File: src/rtl/proj_trig_monitor_if.sv
// Bundle of the control, trigger and status signals of proj_trig_monitor.
// The master side (firmware/bench) drives arm, trig_in and expectations; the slave side is the monitor.
interface proj_trig_monitor_if;
   logic        arm;
   logic        trig_in;
   logic [31:0] exp_num;
   logic [31:0] exp_width;
   logic [31:0] exp_spacing;
   logic [7:0]  tol;
   logic        busy;
   logic        done;
   logic [31:0] pulse_cnt;
   logic [31:0] last_width;
   logic [31:0] last_spacing;
   logic        err_width;
   logic        err_spacing;
   logic        err_extra;
   logic        err_timeout;

   modport master (
      output arm, trig_in, exp_num, exp_width, exp_spacing, tol,
      input  busy, done, pulse_cnt, last_width, last_spacing,
             err_width, err_spacing, err_extra, err_timeout
   );

   modport slave (
      input  arm, trig_in, exp_num, exp_width, exp_spacing, tol,
      output busy, done, pulse_cnt, last_width, last_spacing,
             err_width, err_spacing, err_extra, err_timeout
   );
endinterface

File: src/rtl/proj_trig_monitor.sv
// Receive-side checker for projector trigger trains: counts pulses, measures width/spacing, flags deviations.
// Optional feature macro PROJ_TRIG_MON_SYNC_EN: two-flop synchronizer on trig_in for off-chip triggers.
module proj_trig_monitor #(
   parameter logic [31:0] TIMEOUT = 32'd100_000_000
) (
   input  logic            clk,
   input  logic            rst_n,
   proj_trig_monitor_if.slave mon
);

   localparam logic [2:0] ST_IDLE      = 3'd0;
   localparam logic [2:0] ST_WAIT_RISE = 3'd1;
   localparam logic [2:0] ST_HIGH      = 3'd2;
   localparam logic [2:0] ST_LOW       = 3'd3;
   localparam logic [2:0] ST_DONE      = 3'd4;

   function automatic logic [31:0] sat_inc(input logic [31:0] x);
      return (x == 32'hFFFF_FFFF) ? x : x + 32'd1;
   endfunction

   function automatic logic within_tol(input logic [31:0] meas, input logic [31:0] expv,
                                       input logic [7:0] tol);
      logic signed [32:0] diff;
      logic        [32:0] mag;
      diff = $signed({1'b0, meas}) - $signed({1'b0, expv});
      mag  = diff[32] ? $unsigned(-diff) : $unsigned(diff);
      return (mag <= {25'd0, tol});
   endfunction

   logic        s_s;
   logic        s_d_r;
   logic        rise_s;
   logic        fall_s;
   logic [2:0]  state_r,        state_nxt_s;
   logic [31:0] high_r,         high_nxt_s;
   logic [31:0] low_r,          low_nxt_s;
   logic [31:0] pulse_cnt_r,    pulse_cnt_nxt_s;
   logic [31:0] last_width_r,   last_width_nxt_s;
   logic [31:0] last_spacing_r, last_spacing_nxt_s;
   logic        err_width_r,    err_width_nxt_s;
   logic        err_spacing_r,  err_spacing_nxt_s;
   logic        err_extra_r,    err_extra_nxt_s;
   logic        err_timeout_r,  err_timeout_nxt_s;
   logic        busy_r;
   logic        done_r;
   logic [31:0] cnt_inc_s;

`ifdef PROJ_TRIG_MON_SYNC_EN
   logic [1:0] sync_r;

   // Two-flop synchronizer for an asynchronous trigger source.
   always_ff @(posedge clk or negedge rst_n) begin
      if (!rst_n) begin
         sync_r <= 2'b00;
      end else begin
         sync_r <= {sync_r[0], mon.trig_in};
      end
   end

   assign s_s = sync_r[1];
`else
   assign s_s = mon.trig_in;
`endif

   assign rise_s    = s_s & ~s_d_r;
   assign fall_s    = ~s_s & s_d_r;
   assign cnt_inc_s = sat_inc(pulse_cnt_r);

   // Next-state and measurement logic; arm overrides any edge seen in the same cycle.
   always_comb begin
      state_nxt_s        = state_r;
      high_nxt_s         = high_r;
      low_nxt_s          = low_r;
      pulse_cnt_nxt_s    = pulse_cnt_r;
      last_width_nxt_s   = last_width_r;
      last_spacing_nxt_s = last_spacing_r;
      err_width_nxt_s    = err_width_r;
      err_spacing_nxt_s  = err_spacing_r;
      err_extra_nxt_s    = err_extra_r;
      err_timeout_nxt_s  = err_timeout_r;
      if (mon.arm) begin
         state_nxt_s        = (mon.exp_num == 32'd0) ? ST_DONE : ST_WAIT_RISE;
         high_nxt_s         = 32'd0;
         low_nxt_s          = 32'd0;
         pulse_cnt_nxt_s    = 32'd0;
         last_width_nxt_s   = 32'd0;
         last_spacing_nxt_s = 32'd0;
         err_width_nxt_s    = 1'b0;
         err_spacing_nxt_s  = 1'b0;
         err_extra_nxt_s    = 1'b0;
         err_timeout_nxt_s  = 1'b0;
      end else begin
         case (state_r)
            ST_IDLE: begin
               state_nxt_s = ST_IDLE;
            end
            ST_WAIT_RISE: begin
               if (rise_s) begin
                  state_nxt_s = ST_HIGH;
                  high_nxt_s  = 32'd1;
               end else if (low_r >= TIMEOUT) begin
                  err_timeout_nxt_s = 1'b1;
                  state_nxt_s       = ST_DONE;
               end else if (!s_s) begin
                  low_nxt_s = sat_inc(low_r);
               end else begin
                  low_nxt_s = low_r;
               end
            end
            ST_HIGH: begin
               if (fall_s) begin
                  last_width_nxt_s = high_r;
                  err_width_nxt_s  = err_width_r | ~within_tol(high_r, mon.exp_width, mon.tol);
                  pulse_cnt_nxt_s  = cnt_inc_s;
                  if (cnt_inc_s == mon.exp_num) begin
                     state_nxt_s = ST_DONE;
                  end else begin
                     state_nxt_s = ST_LOW;
                     low_nxt_s   = 32'd1;
                  end
               end else if (s_s) begin
                  high_nxt_s = sat_inc(high_r);
               end else begin
                  high_nxt_s = high_r;
               end
            end
            ST_LOW: begin
               if (rise_s) begin
                  last_spacing_nxt_s = low_r;
                  err_spacing_nxt_s  = err_spacing_r | ~within_tol(low_r, mon.exp_spacing, mon.tol);
                  state_nxt_s        = ST_HIGH;
                  high_nxt_s         = 32'd1;
               end else if (low_r >= TIMEOUT) begin
                  err_timeout_nxt_s = 1'b1;
                  state_nxt_s       = ST_DONE;
               end else if (!s_s) begin
                  low_nxt_s = sat_inc(low_r);
               end else begin
                  low_nxt_s = low_r;
               end
            end
            ST_DONE: begin
               if (rise_s) begin
                  err_extra_nxt_s = 1'b1;
               end else begin
                  err_extra_nxt_s = err_extra_r;
               end
            end
            default: begin
               state_nxt_s = ST_IDLE;
            end
         endcase
      end
   end

   // State, counters and registered status outputs.
   always_ff @(posedge clk or negedge rst_n) begin
      if (!rst_n) begin
         s_d_r          <= 1'b0;
         state_r        <= ST_IDLE;
         high_r         <= 32'd0;
         low_r          <= 32'd0;
         pulse_cnt_r    <= 32'd0;
         last_width_r   <= 32'd0;
         last_spacing_r <= 32'd0;
         err_width_r    <= 1'b0;
         err_spacing_r  <= 1'b0;
         err_extra_r    <= 1'b0;
         err_timeout_r  <= 1'b0;
         busy_r         <= 1'b0;
         done_r         <= 1'b0;
      end else begin
         s_d_r          <= s_s;
         state_r        <= state_nxt_s;
         high_r         <= high_nxt_s;
         low_r          <= low_nxt_s;
         pulse_cnt_r    <= pulse_cnt_nxt_s;
         last_width_r   <= last_width_nxt_s;
         last_spacing_r <= last_spacing_nxt_s;
         err_width_r    <= err_width_nxt_s;
         err_spacing_r  <= err_spacing_nxt_s;
         err_extra_r    <= err_extra_nxt_s;
         err_timeout_r  <= err_timeout_nxt_s;
         busy_r         <= (state_nxt_s == ST_WAIT_RISE) || (state_nxt_s == ST_HIGH) ||
                           (state_nxt_s == ST_LOW);
         done_r         <= (state_nxt_s == ST_DONE);
      end
   end

   assign mon.busy         = busy_r;
   assign mon.done         = done_r;
   assign mon.pulse_cnt    = pulse_cnt_r;
   assign mon.last_width   = last_width_r;
   assign mon.last_spacing = last_spacing_r;
   assign mon.err_width    = err_width_r;
   assign mon.err_spacing  = err_spacing_r;
   assign mon.err_extra    = err_extra_r;
   assign mon.err_timeout  = err_timeout_r;

endmodule

File: src/flat_wrapper.sv
// flat-port wrapper written by rule: the top's interface ports become plain ports
module proj_trig_monitor_flat 
#(
   parameter logic [31:0] TIMEOUT = 32'd100_000_000
)
  (clk, rst_n, mon_arm, mon_trig_in, mon_exp_num, mon_exp_width, mon_exp_spacing, mon_tol, mon_busy, mon_done, mon_pulse_cnt, mon_last_width, mon_last_spacing, mon_err_width, mon_err_spacing, mon_err_extra, mon_err_timeout);
  proj_trig_monitor_if mon_i ();
  input  logic clk;
  input  logic rst_n;
  input wire logic [$bits(mon_i.arm)-1:0] mon_arm;
  input wire logic [$bits(mon_i.trig_in)-1:0] mon_trig_in;
  input wire logic [$bits(mon_i.exp_num)-1:0] mon_exp_num;
  input wire logic [$bits(mon_i.exp_width)-1:0] mon_exp_width;
  input wire logic [$bits(mon_i.exp_spacing)-1:0] mon_exp_spacing;
  input wire logic [$bits(mon_i.tol)-1:0] mon_tol;
  output wire logic [$bits(mon_i.busy)-1:0] mon_busy;
  output wire logic [$bits(mon_i.done)-1:0] mon_done;
  output wire logic [$bits(mon_i.pulse_cnt)-1:0] mon_pulse_cnt;
  output wire logic [$bits(mon_i.last_width)-1:0] mon_last_width;
  output wire logic [$bits(mon_i.last_spacing)-1:0] mon_last_spacing;
  output wire logic [$bits(mon_i.err_width)-1:0] mon_err_width;
  output wire logic [$bits(mon_i.err_spacing)-1:0] mon_err_spacing;
  output wire logic [$bits(mon_i.err_extra)-1:0] mon_err_extra;
  output wire logic [$bits(mon_i.err_timeout)-1:0] mon_err_timeout;
  assign mon_i.arm = mon_arm;
  assign mon_i.trig_in = mon_trig_in;
  assign mon_i.exp_num = mon_exp_num;
  assign mon_i.exp_width = mon_exp_width;
  assign mon_i.exp_spacing = mon_exp_spacing;
  assign mon_i.tol = mon_tol;
  assign mon_busy = mon_i.busy;
  assign mon_done = mon_i.done;
  assign mon_pulse_cnt = mon_i.pulse_cnt;
  assign mon_last_width = mon_i.last_width;
  assign mon_last_spacing = mon_i.last_spacing;
  assign mon_err_width = mon_i.err_width;
  assign mon_err_spacing = mon_i.err_spacing;
  assign mon_err_extra = mon_i.err_extra;
  assign mon_err_timeout = mon_i.err_timeout;
  proj_trig_monitor #(.TIMEOUT(TIMEOUT)) u_core (.clk(clk), .rst_n(rst_n), .mon(mon_i));
endmodule
File: config.mk
export PLATFORM = sky130hd
export DESIGN_NAME = proj_trig_monitor_flat
export DESIGN_NICKNAME = d
export VERILOG_FILES = /design/src/rtl/proj_trig_monitor_if.sv /design/src/rtl/proj_trig_monitor.sv /design/src/flat_wrapper.sv
export SDC_FILE = /design/constraint.sdc
export NUM_CORES = 1
export LEC_CHECK = 0
export ABC_AREA = 1
export ABC_CLOCK_PERIOD_IN_PS = 3760
export BUFFER_PORTS_ARGS = -buffer_cell sky130_fd_sc_hd__buf_2
export CORE_ASPECT_RATIO = 0.5
export CORE_MARGIN = 10
export CORE_UTILIZATION = 50
export CTS_BUF_LIST = sky130_fd_sc_hd__clkbuf_16
export DETAILED_ROUTE_END_ITERATION = 8
export PLACE_DENSITY = 0.73
export SKIP_CTS_REPAIR_TIMING = 1
export SLEW_MARGIN = 20
export SYNTH_ARGS = -nofsm -noshare
export SYNTH_HDL_FRONTEND = slang
export SYNTH_SLANG_ARGS = --single-unit
File: constraint.sdc
create_clock -name clk -period 3.76 [get_ports clk]
set_clock_uncertainty 0.15 [all_clocks]
set_input_delay 0.752 -clock clk [delete_from_list [all_inputs] [get_ports clk]]
set_output_delay 0.752 -clock clk [all_outputs]
set_load 0.03 [all_outputs]
==> results.toml <==
[global_routing]
grt_usage = 0.293
grt_pass1_wl_um = 99200
grt_max_degree = 69
grt_pass1_vias = 19400
grt_overflow = 0
antenna_found_initial = 1

[detailed_routing]
final_antenna_net_count = 0
drt_pre_antenna_iters = 6
viasPerCell = 5.27
drc = 0
wl_um = 63400
routedWlPerCell_um = 16.4
drt_iter0_markers = 1886
via_count = 20300

[synth]
synth_area_um2 = 17000
ys_types = 57
syn-num-nets = 3027
synth_cells = 2831
synth_seq_area_share = 0.250
synth-main-ff-cell = "dfrtp_1"
ys.warnings.count = 0
ys_ff_latch = 170
synth_edf_count = 0
avgSynthCellArea_um2 = 6.01
async_flop_share = 1.00

[timing]
setup_viol = 2
fmax_mhz = 253
slew_violations = 0
finalHoldViolations = 0
rsz0062_at_grt = "yes"
worstMarginPinSlew_ns = 0.786
slew_headroom = 0.475
post-route-period-util = 1.05
fin_crit_ns = 3.96
tns_ns = -0.255
setup_slack_ns = -0.199
whs_ns = 0.136

[power]
ir_drop_mv = 0.319
power_leakage_nw = 12.4
powerDensity_nw_per_um2 = 218

[cts]
clk_latency_ns = 0.46
ctsLongestPathBuffers = 2
cts_tree = "done"
cts-root-buf = "clkbuf_16"
cts_sinks = 170
numCtsBuffers = 17
cts-htree-levels = 4
clk_pin_slew_ns = 0.09

[worst_setup_path]
crit_fanout = 5
reg2reg_slack_ns = -0.17
reg2reg_depth = 31
worst_path_most_repeated_cell = "nand2_1"
critPathCaptureType = "flop"
slowest_delay_ns = 0.33
crit_type = "input port to flop"
cp_data_arrival_time_ns = 4.15
required_ns = 3.95
critical-path-slowest-cell = "ha_1"
start_kind = "input port"

[finish]
nFillCells = 3049
design_area_um2 = 22600
multi_input_area_um2 = 11300
nNetsFinal = 3601
area_growth_pct = 33.0
seq_area_um2 = 4260
drive_gt1_frac = 0.240

[die]
core_area_um2 = 33300
die_x_um = 281
die_h_um = 150
rows = 47
dieArea_um2 = 42300
boundaryPins = 210
initial_utilization = 0.511

[placement]
place_congestion = 0.996
io_buffers = 209
placed_cell_area_um2 = 21500
dp_hpwl_um = 52100

[hold_path]
hp-class = "input port to async pin"

[status]
outcome = "finished, violations left"
violations = "setup timing"

[flow_run]
cap_viol_max_count = 0
==> cell families after synthesis <==
logic type / after synthesis / synth area share
and+or+nand+nor: 1625 / 0.407
adders and majority gates: 88 / 0.0656
AOI/OAI and AO/OA: 308 / 0.104
xor gates and xnor gates: 97 / 0.0504
buffers and inverters: 543 / 0.123
DFF: 170 / 0.250
==> worst paths after layout <==
kind / startpoint / endpoint
setup / recovery: mon_exp_width[8] / u_core.mon.err_width
hold / removal: rst_n / u_core.mon.last_width[15]
setup reg to reg: u_core.high_r[0] / u_core.mon.err_width
hold reg to reg: u_core.mon.last_width[3] / u_core.mon.last_width[3]
max in group asynchronous: rst_n / u_core.low_r[26]
min in group clk: u_core.mon.last_width[3] / u_core.mon.last_width[3]
==> sequential cells by signal (all words and copies together) (netlist names) <==
name,cells
u_core.mon.last_width,32
u_core.high_r,32
u_core.s_d_r,1
u_core.mon.err_spacing,1
u_core.mon.pulse_cnt,32
u_core.mon.busy,1
u_core.low_r,32
u_core.mon.err_timeout,1
u_core.state_r,3
u_core.mon.done,1
u_core.mon.err_width,1
u_core.mon.last_spacing,32
u_core.mon.err_extra,1
==> per-layer routing <==
metal | track usage | up-vias | part of all wire
met4 | 0.0917 | 0 | 0.030
met3 | 0.0521 | 119 | 0.071
met2 | 0.496 | 702 | 0.46
li1 | - | 10200 | -
met1 | 0.378 | 9343 | 0.44
met5 | 0 | - | 0
==> power by group <==
| group | switching, W | internal (W) | total [W] |
|---|---|---|---|
| clock network | 0.000931 | 0.000903 | 0.00183 |
| logic | 0.000720 | 0.000527 | 0.00125 |
| registers | 0.00000780 | 0.00184 | 0.00185 |
| total | 0.00166 | 0.00327 | 0.00493 |
==> metrics by stage <==
| stage | utilization | cells | power [W] | setup WS (ns) |
|---|---|---|---|---|
| detailed placement | 0.646 | 3814 | 0.00302 | -0.772 |
| global placement | 0.646 | 3814 | 0.00299 | -0.635 |
| finish | 0.680 | 3860 | 0.00493 | -0.199 |
| global route | 0.680 | 3860 | 0.00515 | -0.525 |
| CTS | 0.664 | 3846 | 0.00483 | -0.395 |
| floorplan | - | 2831 | 0.00249 | -0.355 |
==> layout by cell type, fill, tap and decap left out, types with 7 or more instances in the layout <==
cell / count
nand2_1: 866
inv_1: 469
buf_4: 386
nor2_1: 283
buf_2: 208
nand3_1: 196
dfrtp_1: 165
o21ai_0: 110
xor2_1: 83
a21oi_1: 74
nor3_1: 70
ha_1: 60
nand4_1: 59
nand2_2: 47
o22ai_1: 33
inv_2: 29
ha_4: 26
nand3b_1: 22
a21oi_2: 18
nor4_1: 18
clkbuf_16: 17
nor2_2: 14
o21ai_2: 14
xnor2_1: 11
a22o_1: 11
o21ai_1: 10
or2_2: 7
==> critical path: cells and delay by family <==
kind / cells / cell delay (ns)
AO/OA/AOI/OAI: 8 / 1.10
XOR/XNOR: 1 / 0.13
adder cells (fa/ha/maj): 2 / 0.64
buffers and inverters: 4 / 0.29
AND/OR/NAND/NOR: 16 / 1.24
==> area by class of cell <==
class | count | area share
multi-input cells | 2118 | 0.499
flip-flops and latches | 170 | 0.188
repair buffers | 600 | 0.179
inverters | 498 | 0.0826
well taps | 441 | 0.0244
clock buffers | 17 | 0.0188
clock inverters | 15 | 0.00790
diodes | 1 | 0.000111
==> synthesized netlist by cell type (3+ instances only) <==
cell type | number | area share
nor3_1 | 74 | 0.022
a21oi_1 | 92 | 0.027
a21o_1 | 5 | 0.0022
clkbuf_1 | 28 | 0.0062
o211ai_1 | 4 | 0.0018
and3_1 | 6 | 0.0022
xnor2_1 | 12 | 0.0062
or2_2 | 7 | 0.0026
buf_1 | 3 | 0.00066
nand3b_1 | 22 | 0.0097
nand4_1 | 59 | 0.022
inv_2 | 15 | 0.0033
nor2_1 | 293 | 0.065
o22ai_1 | 33 | 0.012
nand2_2 | 21 | 0.0077
nor2_2 | 6 | 0.0022
buf_6 | 6 | 0.0040
nor4_1 | 18 | 0.0066
nor3b_1 | 6 | 0.0026
buf_2 | 8 | 0.0024
dfrtp_1 | 170 | 0.25
ha_1 | 86 | 0.063
xor2_1 | 84 | 0.043
a22o_1 | 11 | 0.0057
o21ai_1 | 3 | 0.00088
o21bai_1 | 5 | 0.0022
inv_1 | 482 | 0.11
nand2_1 | 894 | 0.20
nand3_1 | 200 | 0.059
o31ai_1 | 4 | 0.0018
a32o_1 | 5 | 0.0029
o21ai_2 | 11 | 0.0057
or2_1 | 5 | 0.0018
o21ai_0 | 121 | 0.036
and2_1 | 3 | 0.0011
No activity file was read; power rests on OpenSTA's default activity.
